### src/rtl/complex_scale_ctrl.sv
`default_nettype none
// ============================================================================
// Module   : complex_scale_ctrl
// Purpose  : Block-floating-point scale controller for the SDF IFFT datapath.
//            Observes one frame of NFFT complex samples and tracks the peak
//            part magnitude. At frame end it issues the arithmetic right-shift
//            amount for the next frame. It also keeps a saturating running
//            total of the issued shifts.
// Ports    : clk, rst        - clock, synchronous active-high reset
//            in_valid/in_ready, in_r/in_i - sample handshake and data
//            exp_clr         - clears exp_acc
//            shift_mag       - registered shift for the next frame
//            shift_valid     - one-cycle pulse when shift_mag updates
//            exp_acc         - saturating sum of issued shifts
// Revision : 1.0 - initial release
// ============================================================================
module complex_scale_ctrl #(
    parameter int DATA_WIDTH = 16,
    parameter int NFFT       = 128,
    parameter int GUARD_BITS = 1,
    parameter int EXP_WIDTH  = 8
) (
    input  logic                    clk,
    input  logic                    rst,
    input  logic                    in_valid,
    output logic                    in_ready,
    input  logic [DATA_WIDTH-1:0]   in_r,
    input  logic [DATA_WIDTH-1:0]   in_i,
    input  logic                    exp_clr,
    output logic [$clog2(NFFT):0]   shift_mag,
    output logic                    shift_valid,
    output logic [EXP_WIDTH-1:0]    exp_acc
);

    localparam int SW   = $clog2(NFFT) + 1;
    localparam int CW   = $clog2(NFFT);
    localparam int MW   = DATA_WIDTH - 1;
    localparam int SUMW = ((EXP_WIDTH > SW) ? EXP_WIDTH : SW) + 1;

    localparam logic [CW-1:0]        c_last    = CW'(NFFT - 1);
    localparam logic [SW-1:0]        c_guard   = SW'(GUARD_BITS);
    localparam logic [EXP_WIDTH-1:0] c_exp_max = {EXP_WIDTH{1'b1}};

    typedef enum logic [0:0] {
        ST_ACCUM = 1'b0,
        ST_CALC  = 1'b1
    } state_t;

    state_t                 r_state;
    state_t                 w_next;
    logic [CW-1:0]          r_cnt;
    logic [MW-1:0]          r_peak;

    logic [MW-1:0]          w_mag_r;
    logic [MW-1:0]          w_mag_i;
    logic [MW-1:0]          w_smp;
    logic [SW-1:0]          w_h;
    logic [SW-1:0]          w_shift;
    logic [EXP_WIDTH-1:0]   w_acc_base;
    logic [SUMW-1:0]        w_sum;
    logic [EXP_WIDTH-1:0]   w_acc_next;

    // One's-complement magnitude: the most negative value folds onto the
    // largest positive one, so the result always fits in MW bits.
    assign w_mag_r = in_r[DATA_WIDTH-1] ? ~in_r[MW-1:0] : in_r[MW-1:0];
    assign w_mag_i = in_i[DATA_WIDTH-1] ? ~in_i[MW-1:0] : in_i[MW-1:0];
    assign w_smp   = (w_mag_r > w_mag_i) ? w_mag_r : w_mag_i;

    // Leading-zero count of the peak; ascending scan so the highest set bit
    // is the last one to write w_h. A zero peak keeps the default MW.
    always_comb begin
        w_h = SW'(MW);
        for (int i = 0; i < MW; i++) begin
            if (r_peak[i]) begin
                w_h = SW'(MW - 1 - i);
            end
        end
    end

    assign w_shift = (c_guard > w_h) ? (c_guard - w_h) : '0;

    // exp_clr on the update edge clears first, then the new shift is added.
    assign w_acc_base = exp_clr ? '0 : exp_acc;
    assign w_sum      = SUMW'(w_acc_base) + SUMW'(w_shift);
    assign w_acc_next = (w_sum > SUMW'(c_exp_max)) ? c_exp_max
                                                  : w_sum[EXP_WIDTH-1:0];

    always_comb begin
        w_next   = r_state;
        in_ready = 1'b0;
        case (r_state)
            ST_ACCUM: begin
                in_ready = 1'b1;
                if (in_valid && (r_cnt == c_last)) begin
                    w_next = ST_CALC;
                end
            end
            ST_CALC: begin
                w_next = ST_ACCUM;
            end
            default: begin
                w_next = ST_ACCUM;
            end
        endcase
    end

    always_ff @(posedge clk) begin
        if (rst) begin
            r_state     <= ST_ACCUM;
            r_cnt       <= '0;
            r_peak      <= '0;
            shift_mag   <= '0;
            shift_valid <= 1'b0;
            exp_acc     <= '0;
        end else begin
            r_state     <= w_next;
            shift_valid <= (r_state == ST_CALC);
            if (r_state == ST_CALC) begin
                shift_mag <= w_shift;
                exp_acc   <= w_acc_next;
                r_peak    <= '0;
                r_cnt     <= '0;
            end else begin
                if (exp_clr) begin
                    exp_acc <= '0;
                end
                if (in_valid) begin
                    r_cnt <= r_cnt + CW'(1);
                    if (w_smp > r_peak) begin
                        r_peak <= w_smp;
                    end
                end
            end
        end
    end

endmodule
`default_nettype wire

### config.mk
export PLATFORM = sky130hd
export DESIGN_NAME = complex_scale_ctrl
export DESIGN_NICKNAME = d
export VERILOG_FILES = /design/src/rtl/complex_scale_ctrl.sv
export SDC_FILE = /design/constraint.sdc
export NUM_CORES = 1
export LEC_CHECK = 0
export ABC_AREA = 0
export CAP_MARGIN = 10
export CORE_MARGIN = 2
export CORE_UTILIZATION = 35
export DETAILED_ROUTE_END_ITERATION = 16
export GPL_ROUTABILITY_DRIVEN = 0
export PLACE_DENSITY = 0.61
export SETUP_SLACK_MARGIN = 0.3
export SYNTH_ARGS = -nofsm -noshare
export SYNTH_HDL_FRONTEND = slang
export SYNTH_SLANG_ARGS = --single-unit
### constraint.sdc
create_clock -name clk -period 11.67 [get_ports clk]
set_clock_uncertainty 0.2 [all_clocks]
set_input_delay 1.167 -clock clk [delete_from_list [all_inputs] [get_ports clk]]
set_output_delay 1.167 -clock clk [all_outputs]
set_load 0.05 [all_outputs]
==> metrics.md <==
| Metric | Value |
|---|---|
| IO buf count | `53` |
| Tcrit/Tclk final | `55.8%` |
| Final nets | `447` |
| CTS clk-pin slew, worst paths | `80 ps` |
| Hold path depth | `1` |
| Vias per Instance | `5.04` |
| Most frequent cells after synthesis | `39 x ha_1, 38 x dfxtp_1, 35 x inv_1` |
| Worst Max-Slew Pin Slew | `992 ps` |
| CP Capture Type | `flip-flop` |
| Avg Inst Size Synth | `9.14 sq um` |
| Synth unique cells | `49` |
| Syn Inst Count | `327` |
| Vias in the first global route | `2319` |
| Synth area leaders | `dfxtp_1 25%, ha_1 16%, xnor2_1 9.7%` |
| Starting Density | `36.2%` |
| Crit Reg-Reg Startpoint | `r_peak[4]` |
| Post-synth top area share | `25.4%` |
| DPL Wire Length | `5.29 mm` |
| Count leader, synth | `ha_1` |
| Die area | `9300 sq um` |
| Io pins | `54` |
| Synth area leader | `dfxtp_1` |
| Antenna cells | `0` |
| Filler Cells Inserted | `816` |
| Post-CTS Setup Bufs | `0` |
| Status | `completed` |
| VDD IR max | `0.0427 mV` |
| Core area | `8260 sq um` |
| Worst R2R Setup Slack | `7800 ps` |
| Async SR Flop Fraction | `0%` |
| Clock Latency Late Sink | `290 ps` |
| Pin count of the biggest net entering global routing | `17` |
| Wire per inst | `13.3 um` |
| Fmax | `0.153 GHz` |
| Worst hold endpoint | `shift_mag[1]` |
| First-pass GRT wire length | `10.4 mm` |
| Register-to-Register Path Depth | `16` |
| Placed Area | `3540 sq um` |
| CTS Sinks | `38` |
| Die H | `96.4 um` |
| Tmin final | `6520 ps` |
| CTS Hold Buffers Added | `0` |
| TritonRoute pass-1 iters | `5` |
| Post-CTS resize count | `0` |
| Cell Area, Synth | `2990 sq um` |
| Final Instance Area | `3650 sq um` |
| Via count | `2407` |
| Top_reg_cell synth | `dfxtp_1` |
| Remaining global-route overflow | `0` |
| Crit Path Class | `input pin to flip-flop` |
| CTS H-tree depth | `2` |
| Yosys warns | `0` |
| CTS root buf | `clkbuf_8` |
| DR iter-0 viols | `68` |
| Final setup vio count | `0` |
| Power Density | `130 nW/um^2` |
| Static leakage power | `1.44 nW` |
| Multi-input gate area | `1980 sq um` |
| Critical Path Source Type | `input pin` |
| Relative slew slack | `33.6%` |
| Min-delay src | `shift_mag[1]` |
| Post-synth EDFFs | `0` |
| Initial antenna violation count | `0` |
| Hold Fails Final Rpt | `0` |
| Die width | `96.4 um` |
| Share of post-route cells with drive strength above 1 | `7.77%` |
| Total track usage | `14.1%` |
| CTS max path bufs | `2` |
| Row count | `33` |
| CP Max Fanout | `15` |
| Cts bufs inserted | `5` |
| Final ANT Viol Nets | `0` |
| Sequential element share of the synthesized area | `25.4%` |
| Data arrival time of the worst path | `6550 ps` |
| Max-slew violations | `0` |
| Reg2reg end | `exp_acc[4]` |
| Worst min-delay path category | `flip-flop to flip-flop` |
| Seq cells post-synth | `38` |
| Residual DRC | `0` |
| Setup TNS | `0 ps` |
| Area growth, synth to finish | `22.1%` |
| Max-cap violations | `0` |
| RSZ-0062 raised after global routing | `no` |
| Syn Nets | `402` |
| Routed WL | `6.36 mm` |
| Register Area | `761 sq um` |
| CP required | `11700 ps` |
| CTS tree | `yes` |
## metrics by stage
stage | utilization [%] | hold slack [ps] | setup slack [ps] | instances | power (mW)
final | 44.2 | 268 | 5150 | 478 | 0.475
after global routing | 44.2 | 290 | 4810 | 478 | 0.511
after CTS | 44.2 | 273 | 5130 | 478 | 0.482
after detailed placement | 42.8 | 253 | 4830 | 470 | 0.367
after global placement | 42.8 | 248 | 4950 | 470 | 0.361
after floorplan | - | 255 | 6470 | 327 | 0.319
## cell usage in the layout, fill, tap and decap left out, types with 3 or more instances in the layout
cell type | Yosys | final
nand4_1 | 4 | 4
nor3_1 | 3 | 3
ha_1 | 39 | 39
o31ai_1 | 3 | 3
mux2i_2 | 10 | 10
o21ai_0 | 5 | 5
clkbuf_8 | 0 | 5
a211oi_1 | 7 | 7
inv_1 | 35 | 35
o21a_1 | 3 | 3
dfxtp_1 | 38 | 38
a21o_1 | 4 | 4
a22o_1 | 16 | 16
nand2_1 | 11 | 11
nand3_1 | 3 | 3
nor2_1 | 30 | 30
a21oi_1 | 9 | 9
mux2i_1 | 9 | 9
nor2b_1 | 11 | 11
and2_1 | 3 | 3
clkdlybuf4s50_1 | 0 | 53
xnor2_1 | 33 | 33
xor2_1 | 5 | 5
## kinds of logic after synthesis
family / share of synthesized area [%]
AOI/OAI and AO/OA: 16.8
xor gates and xnor gates: 11.1
muxes: 8.37
adders and majority gates: 16.3
and+or+nand+nor: 13.8
buffers and inverters: 8.20
DFF: 25.4
## report_power, final
part,internal (mW),switching (mW),total (mW)
clock network,0.0636,0.0501,0.114
logic,0.102,0.107,0.209
registers,0.141,0.0116,0.153
## layout make-up
class                           instances  area share (%)
Multi-Input combinational cell        239            54.3
Sequential cell                        38            20.8
Timing Repair Buffer                   53            14.5
Inverter                               35            3.60
Tap cell                              105            3.60
Clock buffer                            5            1.88
Clock inverter                          3            1.23
## how the worst max path moves through the flow
stage | startpoint | to | slack (ps) | depth (start not counted)
2_1_floorplan | in_r[15] | r_peak[3] | 6470 | 20
3_3_place_gp | in_r[15] | r_peak[10] | 4950 | 16
3_5_place_dp | in_r[15] | r_peak[3] | 4830 | 16
4_1_cts | in_r[15] | r_peak[3] | 5130 | 16
5_1_grt | in_r[15] | r_peak[13] | 4810 | 16
6_report | in_r[15] | r_peak[9] | 5150 | 16
## sequential cells by signal (all words and copies together) (netlist names)
signal,flops
r_peak,15
exp_acc,8
r_cnt,7
shift_mag,6
r_state,1
shift_valid,1
## worst max-delay path, stage by stage
cell             delay [ps]
clkdlybuf4s50_1         840
xnor2_1                 500
inv_1                    80
ha_1                    340
nand4_2                 150
nor2_4                  180
o221ai_2                130
a32oi_4                 760
mux2i_2                 360
ha_1                    290
and3_1                  210
a22o_1                  240
o21ai_0                 150
a31oi_1                 120
nor2_1                  760
a22o_1                  270
## layer usage
metal | GRT usage, % | vias to the layer above | routed length, um
met5 | 0 | - | 0
met4 | 3.52 | 0 | 63
met3 | 1.94 | 6 | 274
met2 | 25.2 | 60 | 3010
met1 | 17.7 | 1105 | 3020
li1 | - | 1236 | -
Note: power is estimated with default switching activity, not from simulation.
